[config.mk]
export PLATFORM = sky130hd
export DESIGN_NAME = mem_arbiter
export DESIGN_NICKNAME = d
export VERILOG_FILES = /design/src/rtl/mem_arbiter.sv
export SDC_FILE = /design/constraint.sdc
export NUM_CORES = 1
export LEC_CHECK = 0
export CAP_MARGIN = 25
export CORE_MARGIN = 5
export CORE_UTILIZATION = 23
export CTS_CLUSTER_SIZE = 30
export DETAILED_ROUTE_END_ITERATION = 10
export PLACE_DENSITY = 0.57
export SYNTH_ARGS = -nofsm -noshare
export SYNTH_HDL_FRONTEND = slang
export SYNTH_SLANG_ARGS = --single-unit
[constraint.sdc]
create_clock -name clk_in -period 4.09 [get_ports clk_in]
set_input_delay 0.409 -clock clk_in [delete_from_list [all_inputs] [get_ports clk_in]]
set_output_delay 0.409 -clock clk_in [all_outputs]
set_load 0.02 [all_outputs]
[src/rtl/mem_arbiter.sv]
// Round-robin fetch/load-store arbiter in front of the byte-serial memory unit.
// Define ARB_DATA_PRIORITY_EN to give the load/store port fixed priority.
module mem_arbiter #(
  parameter int ADDR_W = 32
) (
  input  logic              clk_in,
  input  logic              rst_in,
  input  logic              rdy_in,
  input  logic              rob_clear,
  input  logic              if_valid,
  input  logic [ADDR_W-1:0] if_addr,
  output logic              if_ready,
  output logic [31:0]       if_data,
  input  logic              ls_valid,
  input  logic              ls_wr,
  input  logic [ADDR_W-1:0] ls_addr,
  input  logic [2:0]        ls_len,
  input  logic [31:0]       ls_wdata,
  output logic              ls_ready,
  output logic [31:0]       ls_rdata,
  output logic              mu_valid,
  output logic              mu_wr,
  output logic [ADDR_W-1:0] mu_addr,
  output logic [2:0]        mu_len,
  output logic [31:0]       mu_wdata,
  input  logic [31:0]       mu_rdata,
  input  logic              mu_ready,
  output logic              mu_clear
);

  typedef enum logic [1:0] {
    S_IDLE,
    S_BUSY,
    S_DONE
  } state_e;

  state_e              state_q, state_d;
  logic                own_ls_q, own_ls_d;
  logic                wr_q, wr_d;
  logic [ADDR_W-1:0]   addr_q, addr_d;
  logic [2:0]          len_q, len_d;
  logic [31:0]         wdata_q, wdata_d;
  logic [31:0]         if_data_q, if_data_d;
  logic [31:0]         ls_data_q, ls_data_d;
  logic                grant_if, grant_ls;
  logic                kill;
  logic                active;

`ifdef ARB_DATA_PRIORITY_EN
  assign grant_ls = ls_valid;
`else
  logic last_ls_q, last_ls_d;
  assign grant_ls = ls_valid && (!if_valid || !last_ls_q);
`endif
  assign grant_if = if_valid && !grant_ls;

  // A flush kills loads and fetches only; an issued store must finish.
  assign kill   = rob_clear && !wr_q;
  assign active = (state_q == S_BUSY) || (state_q == S_DONE);

  always_comb begin
    state_d   = state_q;
    own_ls_d  = own_ls_q;
    wr_d      = wr_q;
    addr_d    = addr_q;
    len_d     = len_q;
    wdata_d   = wdata_q;
    if_data_d = if_data_q;
    ls_data_d = ls_data_q;
`ifndef ARB_DATA_PRIORITY_EN
    last_ls_d = last_ls_q;
`endif
    if (rdy_in) begin
      unique case (state_q)
        S_IDLE: begin
          if (!rob_clear && (grant_if || grant_ls)) begin
            state_d  = S_BUSY;
            own_ls_d = grant_ls;
            wr_d     = grant_ls && ls_wr;
            addr_d   = grant_ls ? ls_addr : if_addr;
            len_d    = grant_ls ? ls_len : 3'b010;
            wdata_d  = grant_ls ? ls_wdata : 32'h0;
`ifndef ARB_DATA_PRIORITY_EN
            last_ls_d = grant_ls;
`endif
          end
        end
        S_BUSY: begin
          if (kill) begin
            state_d = S_IDLE;
          end else if (mu_ready) begin
            state_d = S_DONE;
            if (own_ls_q) ls_data_d = wr_q ? 32'h0 : mu_rdata;
            else          if_data_d = mu_rdata;
          end
        end
        S_DONE:  state_d = S_IDLE;
        default: state_d = S_IDLE;
      endcase
    end
  end

  always_ff @(posedge clk_in or posedge rst_in) begin
    if (rst_in) begin
      state_q   <= S_IDLE;
      own_ls_q  <= 1'b0;
      wr_q      <= 1'b0;
      addr_q    <= '0;
      len_q     <= 3'b000;
      wdata_q   <= 32'h0;
      if_data_q <= 32'h0;
      ls_data_q <= 32'h0;
    end else begin
      state_q   <= state_d;
      own_ls_q  <= own_ls_d;
      wr_q      <= wr_d;
      addr_q    <= addr_d;
      len_q     <= len_d;
      wdata_q   <= wdata_d;
      if_data_q <= if_data_d;
      ls_data_q <= ls_data_d;
    end
  end

`ifndef ARB_DATA_PRIORITY_EN
  always_ff @(posedge clk_in or posedge rst_in) begin
    if (rst_in) last_ls_q <= 1'b1;
    else        last_ls_q <= last_ls_d;
  end
`endif

  assign mu_valid = (state_q == S_BUSY) && !mu_ready;
  assign mu_wr    = wr_q;
  assign mu_addr  = addr_q;
  assign mu_len   = len_q;
  assign mu_wdata = wdata_q;
  assign mu_clear = rob_clear && !(active && wr_q);

  assign if_ready = (state_q == S_DONE) && !own_ls_q && !(rdy_in && kill);
  assign ls_ready = (state_q == S_DONE) && own_ls_q && !(rdy_in && kill);
  assign if_data  = if_data_q;
  assign ls_rdata = ls_data_q;

endmodule

After elaboration in Yosys (flattened, before gate mapping)
Cells that the tools add are included.
{"block": "op_classes", "n_eq_ne": 4, "muxes": 8, "bitwise_logic": 2, "reduce_logical": 30}
{"operator": "32-bit 2-to-1 mux", "count": 3}
{"operator": "1-bit logical AND", "count": 13}
{"operator": "5-bit AND reduction", "count": 2}
{"operator": "1-bit logical NOT", "count": 9}
{"operator": "2-bit 2-to-1 mux", "count": 3}
{"operator": "3-bit AND reduction", "count": 2}
{"operator": "2-bit case mux with 2 select lines", "count": 1}
{"operator": "1-bit logical OR", "count": 3}
{"operator": "3-bit 2-to-1 mux", "count": 1}
{"operator": "3-bit != test (second input constant)", "count": 1}
{"operator": "2-bit by 1-bit equality test with 1-bit output (second input constant)", "count": 1}
{"operator": "2-bit equality test (second input constant)", "count": 1}
{"operator": "2-bit logical NOT", "count": 1}
{"operator": "2-bit != test (second input constant)", "count": 1}
{"operator": "1-bit NOT", "count": 2}
{"block": "word_totals", "regBits": 136, "output_inout_bits": 136, "elab_cells": 53}

Logic depth before layout (Yosys ltp)
Gate-level depths: netlist of the first run.
{"block": "logic_depth", "word_depth": 9, "mapped_depth": 6}

Worst setup path before layout of the first run
No wires, ideal clock.
{"block": "synth_path", "kind": "flip-flop to flip-flop", "startpoint": "register state_q[0]", "endpoint": "register addr_q[0] (netlist: mu_addr[0])", "setup_ns": 0.125, "arrival_time_ns": 1.524, "t_required_ns": 3.965, "setup_slack_ns": 2.441, "path_stages_with_launch": 7, "n_path_buf": 1, "cell_sequence": "dfrtp_1 inv_1 ha_1 nand2_1 nor2_8 buf_6 mux2_4"}
{"block": "synth_between", "elab_chain_cells": 2}
{"element": "start, declared", "line_no": "37", "source": "state_e state_q, state_d;"}
{"element": "start signal, assigned", "line_no": "114", "source": "state_q <= state_d;"}
{"element": "2-bit logical NOT", "line_no": "74", "source": "unique case (state_q)"}
{"element": "3-bit AND reduction (no line)"}
{"element": "end signal, assigned", "line_no": "117", "source": "addr_q <= addr_d;"}
{"element": "end, declared", "line_no": "40", "source": "logic [ADDR_W-1:0] addr_q, addr_d;"}
Every way passes these cells.
A chain may end at the register's enable or synchronous reset.

Worst setup path in the final report of the first run
{"block": "layout_path", "startpoint": "input port rob_clear", "endpoint": "output port ls_ready"}
{"block": "layout_between", "elab_chain_cells": 4}
{"element": "start, declared", "line_no": "9", "source": "input logic rob_clear,"}
{"element": "1-bit logical AND", "line_no": "58", "source": "assign kill = rob_clear && !wr_q;"}
{"element": "1-bit logical AND", "line_no": "140", "source": "assign ls_ready = (state_q == S_DONE) && own_ls_q && !(rdy_in && kill);"}
{"element": "1-bit logical NOT", "line_no": "140"}
{"element": "1-bit logical AND", "line_no": "140"}
{"element": "end, declared", "line_no": "19", "source": "output logic ls_ready,"}
Every way passes these cells.

==> impl_metrics.tcl, run 1 <==
set metrics [dict create \
    status "complete, no violations" \
    final_area_sq_um 10030 \
    synth_warnings 0 \
    fin_crit_sh_pct 62.20 \
    drc 0 \
    power_mw 7.476 \
    grt_pass1_vias 4899 \
    ant_nets 0 \
    tightest_slew_ns 0.8611 \
    clock_path_buffers 2 \
    fin_crit_ns 2.544 \
    ys_seq_area_share_pct 53.12 \
    setup_slack_ns 1.546 \
    cts_tree "built" \
    grt_usage_pct 11.83 \
    drt_iter0_markers 196 \
    path_max_fanout 6 \
    syn-instance-count 471 \
    cts_hold_buffers 0 \
    placement.io_buffers 274 \
    p_per_area_nw_per_um2 745.4 \
    critPathKind "primary input to output port" \
    final-setup-viol-count 0 \
    num_rows 61 \
    hold_class "primary input to asynchronous set/reset pin" \
    postCtsSetupBuffers 0 \
    nets 879 \
    area_delta_synth_final_pct 56.50 \
    fin_hold_ws_ns 0.4346 \
    dieWidth_um 176.9 \
    dp_slack_ns 1.535 \
    drt_wl_total_mm 18.74 \
    fin_cells 1129 \
    finish.utilization_pct 36.30 \
    start_kind "primary input" \
    clock_sinks 136 \
    drt-wirelength-per-cell_um 16.60 \
    synth_edf_count 0 \
    dr.pass1.iters 4 \
    syn_area_sq_um 6409 \
    layout-drive-gt1-share_pct 16.93 \
    yosys.area.top_type_share_pct 52.71 \
    vias_per_cell 4.094 \
    dpl-instance-area_sq_um 9433 \
    required_ns 3.68 \
    synth_fp_nets 613 \
    path_clk_slew_ns 0.07 \
    ys_async_sr_fraction_pct 100.0 \
    hold_viol_final 0 \
    power.share.combinational_pct 47.7 \
    post-place-cells 1096 \
    slew_violations 0 \
    yosysMostFrequentCell "dfrtp_1" \
    p_sw_share_pct 36.48 \
    synthTopCellsByArea "dfrtp_1 53%, mux2_4 14%, mux2_1 9.5%" \
    max_slew_margin_pct 42.59 \
    cts_buffers 17 \
    initial_core_util_pct 23.20 \
    yosysUniqueCellTypes 34 \
    end_kind "output port" \
    cts_max_level 4 \
    antenna_found_initial 1 \
    cp.arrival_ns 2.13 \
    synth_common_cells "135 x dfrtp_1, 60 x mux2_4, 54 x mux2_1" \
    clock_power_share_pct 21.0 \
    syn_avg_cell_area_sq_um 13.61 \
    fp.dieH_um 176.9 \
    p_leak_nw 4.229 \
    vias 4622 \
    ir_drop_mv 0.2661 \
    ioPinCount 275 \
    yosysTopAreaCell "dfrtp_1" \
    internal_power_mw 4.749 \
    cts-root-buf "clkbuf_16" \
    rsz0062_at_grt "no" \
    p_switching_mw 2.727 \
    finalClockSkew_ns 0.009554 \
    grt_max_degree 73 \
    drv_cap 0 \
    pwr-share-seq_pct 31.3 \
    overflow 0 \
    fin_setup_tns_ns 0 \
    insertion_delay_ns 0.42 \
    num-fill-cells 2772 \
    cts_resized 0 \
    fmax_mhz 393.1 \
    core_area_sq_um 27630 \
    ys_ff_latch 136 \
    synth_ff_type "dfrtp_1" \
    gp_congestion 0.7281 \
    dp_hpwl_mm 13.02 \
    die_area_sq_um 31300 \
    grt_pass1_wl_mm 28.92 \
]
==> per-layer routing <==
metal	GRT usage [%]	vias up	share of wire, %
met4	3.417	0	1.1
met2	18.82	179	47
met5	0	-	0
met1	15.23	2239	44
li1	-	2194	-
met3	4.187	10	8.1
==> cells in the final DEF (no fill, tap or decap), drive strengths merged, types with 4 or more instances in the layout <==
master         netlist  layout
clkdlybuf4s50        0     274
dfrtp              135     135
mux2               131     131
o21ai               38      38
nand2               36      36
o31ai               35      35
nor2b               29      29
clkbuf              12      18
inv                  7      14
buf                 23       8
and2b                4       4
==> worst max-delay path, stage by stage <==
cell and delay [ns]:
clkdlybuf4s50_1 0.57, nand2b_4 0.10, o21ai_0 0.39, nor2_1 0.10, clkdlybuf4s50_1 0.56
==> sequential cells by signal, indices dropped and copies added, names as in the netlist <==
name	flops
last_ls_q	1
if_data	32
mu_addr	32
mu_len	3
mu_wr	1
own_ls_q	1
ls_rdata	32
mu_wdata	32
state_q	2
==> cell families (layout without fill, tap and decap cells) <==
| group | count (synthesis) | count (layout) | synth area share, % |
|---|---|---|---|
| AND/OR/NAND/NOR | 78 | 78 | 6.892 |
| multiplexers | 131 | 131 | 26.53 |
| flip-flops | 136 | 136 | 53.12 |
| adder cells (fa/ha/maj) | 3 | 3 | 0.5858 |
| buffers and inverters | 42 | 321 | 4.627 |
| AO/OA/AOI/OAI | 81 | 81 | 8.239 |
| other | 0 | 1 | 0 |
==> power groups by stage <==
stage	clock network, mW	registers (mW)	logic [mW]
floorplan	0	3.10	1.13
global placement	0	2.35	3.60
detailed placement	0	2.35	3.62
CTS	1.64	2.35	3.63
global route	1.69	2.43	3.79
finish	1.57	2.34	3.57
==> path summary, 6_finish.rpt <==
kind / from / endpoint / slack (ns) / depth (start not counted)
min reg2reg: ls_rdata[26] / ls_rdata[26] / 0.49 / 1
max in group asynchronous: rst_in / mu_addr[19] / 2.75 / 3
min in group clk_in: ls_rdata[26] / ls_rdata[26] / 0.49 / 1
max reg2reg: state_q[0] / mu_addr[27] / 2.02 / 5
min: rst_in / if_data[3] / 0.43 / 2
max: rob_clear / ls_ready / 1.55 / 5
==> layout make-up <==
class                           instances  area [sq um]  share of cell area (%)
Sequential cell                       136          3405                   33.94
Timing Repair Buffer                  282          2803                   27.94
Multi-Input combinational cell        293          2721                   27.13
Tap cell                              378         473.0                   4.716
Clock buffer                           18         439.2                   4.379
Clock inverter                         14         155.1                   1.547
Inverter                                7         31.28                  0.3119
Antenna cell                            1         2.502                 0.02495
(Power assumes the default switching activity.)
==> run 2, diff against run 1 <==
- clock period: 4.09 -> 2.2 ns (I/O delays scaled with it)
==> run 2 against run 1 <==
Combinational power rose by 89%. Total power rose by 86%. Cell count rose by 0.62%. Via count rose by 1.0%. Utilization rose by 0.55 points. Critical path depth fell by 3. Worst hold slack got worse by 0.17 ns. Clock skew barely moved. Die area did not move. Global-route usage barely moved. Highest routed layer is now met5.
==> impl_metrics.tcl, run 2 (synthesis results as in run 1) <==
set metrics [dict create \
    max_slew_margin_pct 65.84 \
    drt_iter0_markers 241 \
    fin_crit_ns 2.018 \
    slowest_stage "clkdlybuf4s50_1" \
    nets 887 \
    cts-root-buf "clkbuf_16" \
    grt_max_degree 85 \
    cts_tree "built" \
    grt_pass1_wl_mm 28.97 \
    end_kind "output port" \
    final-setup-viol-count 0 \
    postCtsSetupBuffers 0 \
    grtUsageMet2_pct 18.54 \
    cp.arrival_ns 1.80 \
    required_ns 1.98 \
    diodes 0 \
    grt_pass1_vias 4909 \
    start_kind "flop" \
    vias 4670 \
    critPathKind "flop to output port" \
    layout-drive-gt1-share_pct 17.81 \
    overflow 0 \
    path_max_fanout 34 \
    ant_nets 0 \
    rsz0062_at_grt "no" \
    finalClockSkew_ns 0.009742 \
    drt-wirelength-per-cell_um 16.49 \
    fin_crit_sh_pct 91.73 \
    clock_path_buffers 2 \
    fp.dieH_um 176.9 \
    path_buf_inv 2 \
    core_area_sq_um 27630 \
    ir_drop_mv 0.5828 \
    placement.io_buffers 274 \
    fmax_mhz 495.5 \
    die_area_sq_um 31300 \
    tightest_slew_ns 0.5124 \
    cts_max_level 4 \
    insertion_delay_ns 0.41 \
    num_rows 61 \
    critPathTopFamily "buffers and inverters" \
    clock_sinks 136 \
    area_delta_synth_final_pct 58.88 \
    dr.pass1.iters 4 \
    grt_use_met1_pct 15.08 \
    cts_hold_buffers 0 \
    status "complete, no violations" \
    drv_cap 0 \
    dp_hpwl_mm 12.92 \
    drc 0 \
    drt_wl_total_mm 18.73 \
    path_clk_slew_ns 0.07 \
    p_per_area_nw_per_um2 1368 \
    antenna_found_initial 1 \
    mostFrequentLayoutCell "clkdlybuf4s50_1" \
    fin_hold_ws_ns 0.2694 \
    grt.busiest_layer "met2" \
    vias_per_cell 4.111 \
    slew_violations 0 \
    grtUsageMet3_pct 4.849 \
    initial_core_util_pct 23.20 \
    num-fill-cells 2751 \
    gp_congestion 0.7235 \
    grt_usage_pct 11.82 \
    final_cell_mix "270 x clkdlybuf4s50_1, 135 x dfrtp_1, 60 x mux2_4, 54 x mux2_1, 38 x o21ai_0" \
    ioPinCount 275 \
    fin_setup_tns_ns 0 \
    hold_class "primary input to asynchronous set/reset pin" \
    max_stage_delay_ns 0.67 \
    dieWidth_um 176.9 \
    path_cells "buf_6, clkdlybuf4s50_1" \
    p_leak_nw 4.317 \
    hold_viol_final 0 \
    cts_buffers 17 \
]
[run 2: cell types whose count changed in the layout (fill, tap and decap cells not counted)]
cell             before  now
clkdlybuf4s50_1     274  270
clkinv_2              0    1
clkinv_4              2    6
clkinv_8              1    0
inv_8                 3    1
inv_6                 5    3
diode_2               1    0
buf_6                 0    1
dlygate4sd2_1         0    4
buf_12                0    9
buf_4                 8    6
[run 2: worst register-to-register path: stages (launching register included)]
cell     delay [ns]
dfrtp_1        0.38
inv_1          0.11
ha_1           0.32
and4_4         0.30
buf_12         0.23
mux2_1         0.36
[run 2: layout make-up]
type	count	area, sq um	area share, %
Multi-Input combinational cell	293	2721	26.73
Tap cell	378	473.0	4.645
Inverter	7	30.03	0.2949
Clock buffer	18	439.2	4.313
Clock inverter	14	140.1	1.376
Sequential cell	136	3405	33.44
Timing Repair Buffer	290	2974	29.21
[run 2: routing by layer]
layer / up-vias / part of all wire (%)
met5: - / 0.11
met4: 2 / 1.8
met3: 23 / 9.1
met2: 187 / 46
met1: 2250 / 43
li1: 2208 / -
[run 2: where the power goes]
part | internal, mW | switching (mW)
combinational | 3.57 | 3.16
clock | 1.61 | 1.23
sequential | 3.70 | 0.654
[run 2: final timing paths]
check | startpoint | to | slack (ns) | cells after the start
worst min register to register | ls_rdata[4] | ls_rdata[4] | 0.49 | 1
min in group clk_in | ls_wdata[17] | mu_wdata[17] | 0.35 | 3
worst max-delay path | mu_wr | mu_wr | 0.18 | 2
max in group asynchronous | rst_in | mu_wdata[7] | 1.47 | 3
worst min-delay path | rst_in | if_data[5] | 0.27 | 3
worst max register to register | state_q[1] | if_data[31] | 0.38 | 5
[run 2: per-stage QoR]
step	power (mW)	worst slack, ns	utilization (%)	instance area [sq um]	instances
floorplan	7.873	0.2877	-	6412	471
global placement	11.16	0.1608	34.76	9604	1104
detailed placement	11.21	0.1190	34.76	9604	1104
CTS	14.18	0.01607	36.84	10180	1136
global route	14.75	0.05251	36.85	10180	1136
finish	13.93	0.1819	36.85	10180	1136
[run 2: what timing repair did]
| item | in CTS | in global routing |
|---|---|---|
| gates cloned | 0 | 0 |
| resized for setup | 4 | 1 |
| setup endpoints to repair | 4 | 1 |
==> run 3, diff against run 2 <==
- SLEW_MARGIN: unset -> 20
==> results of run 3 <==
Same layout as run 2: the final DEF is identical, and so are final timing and power.
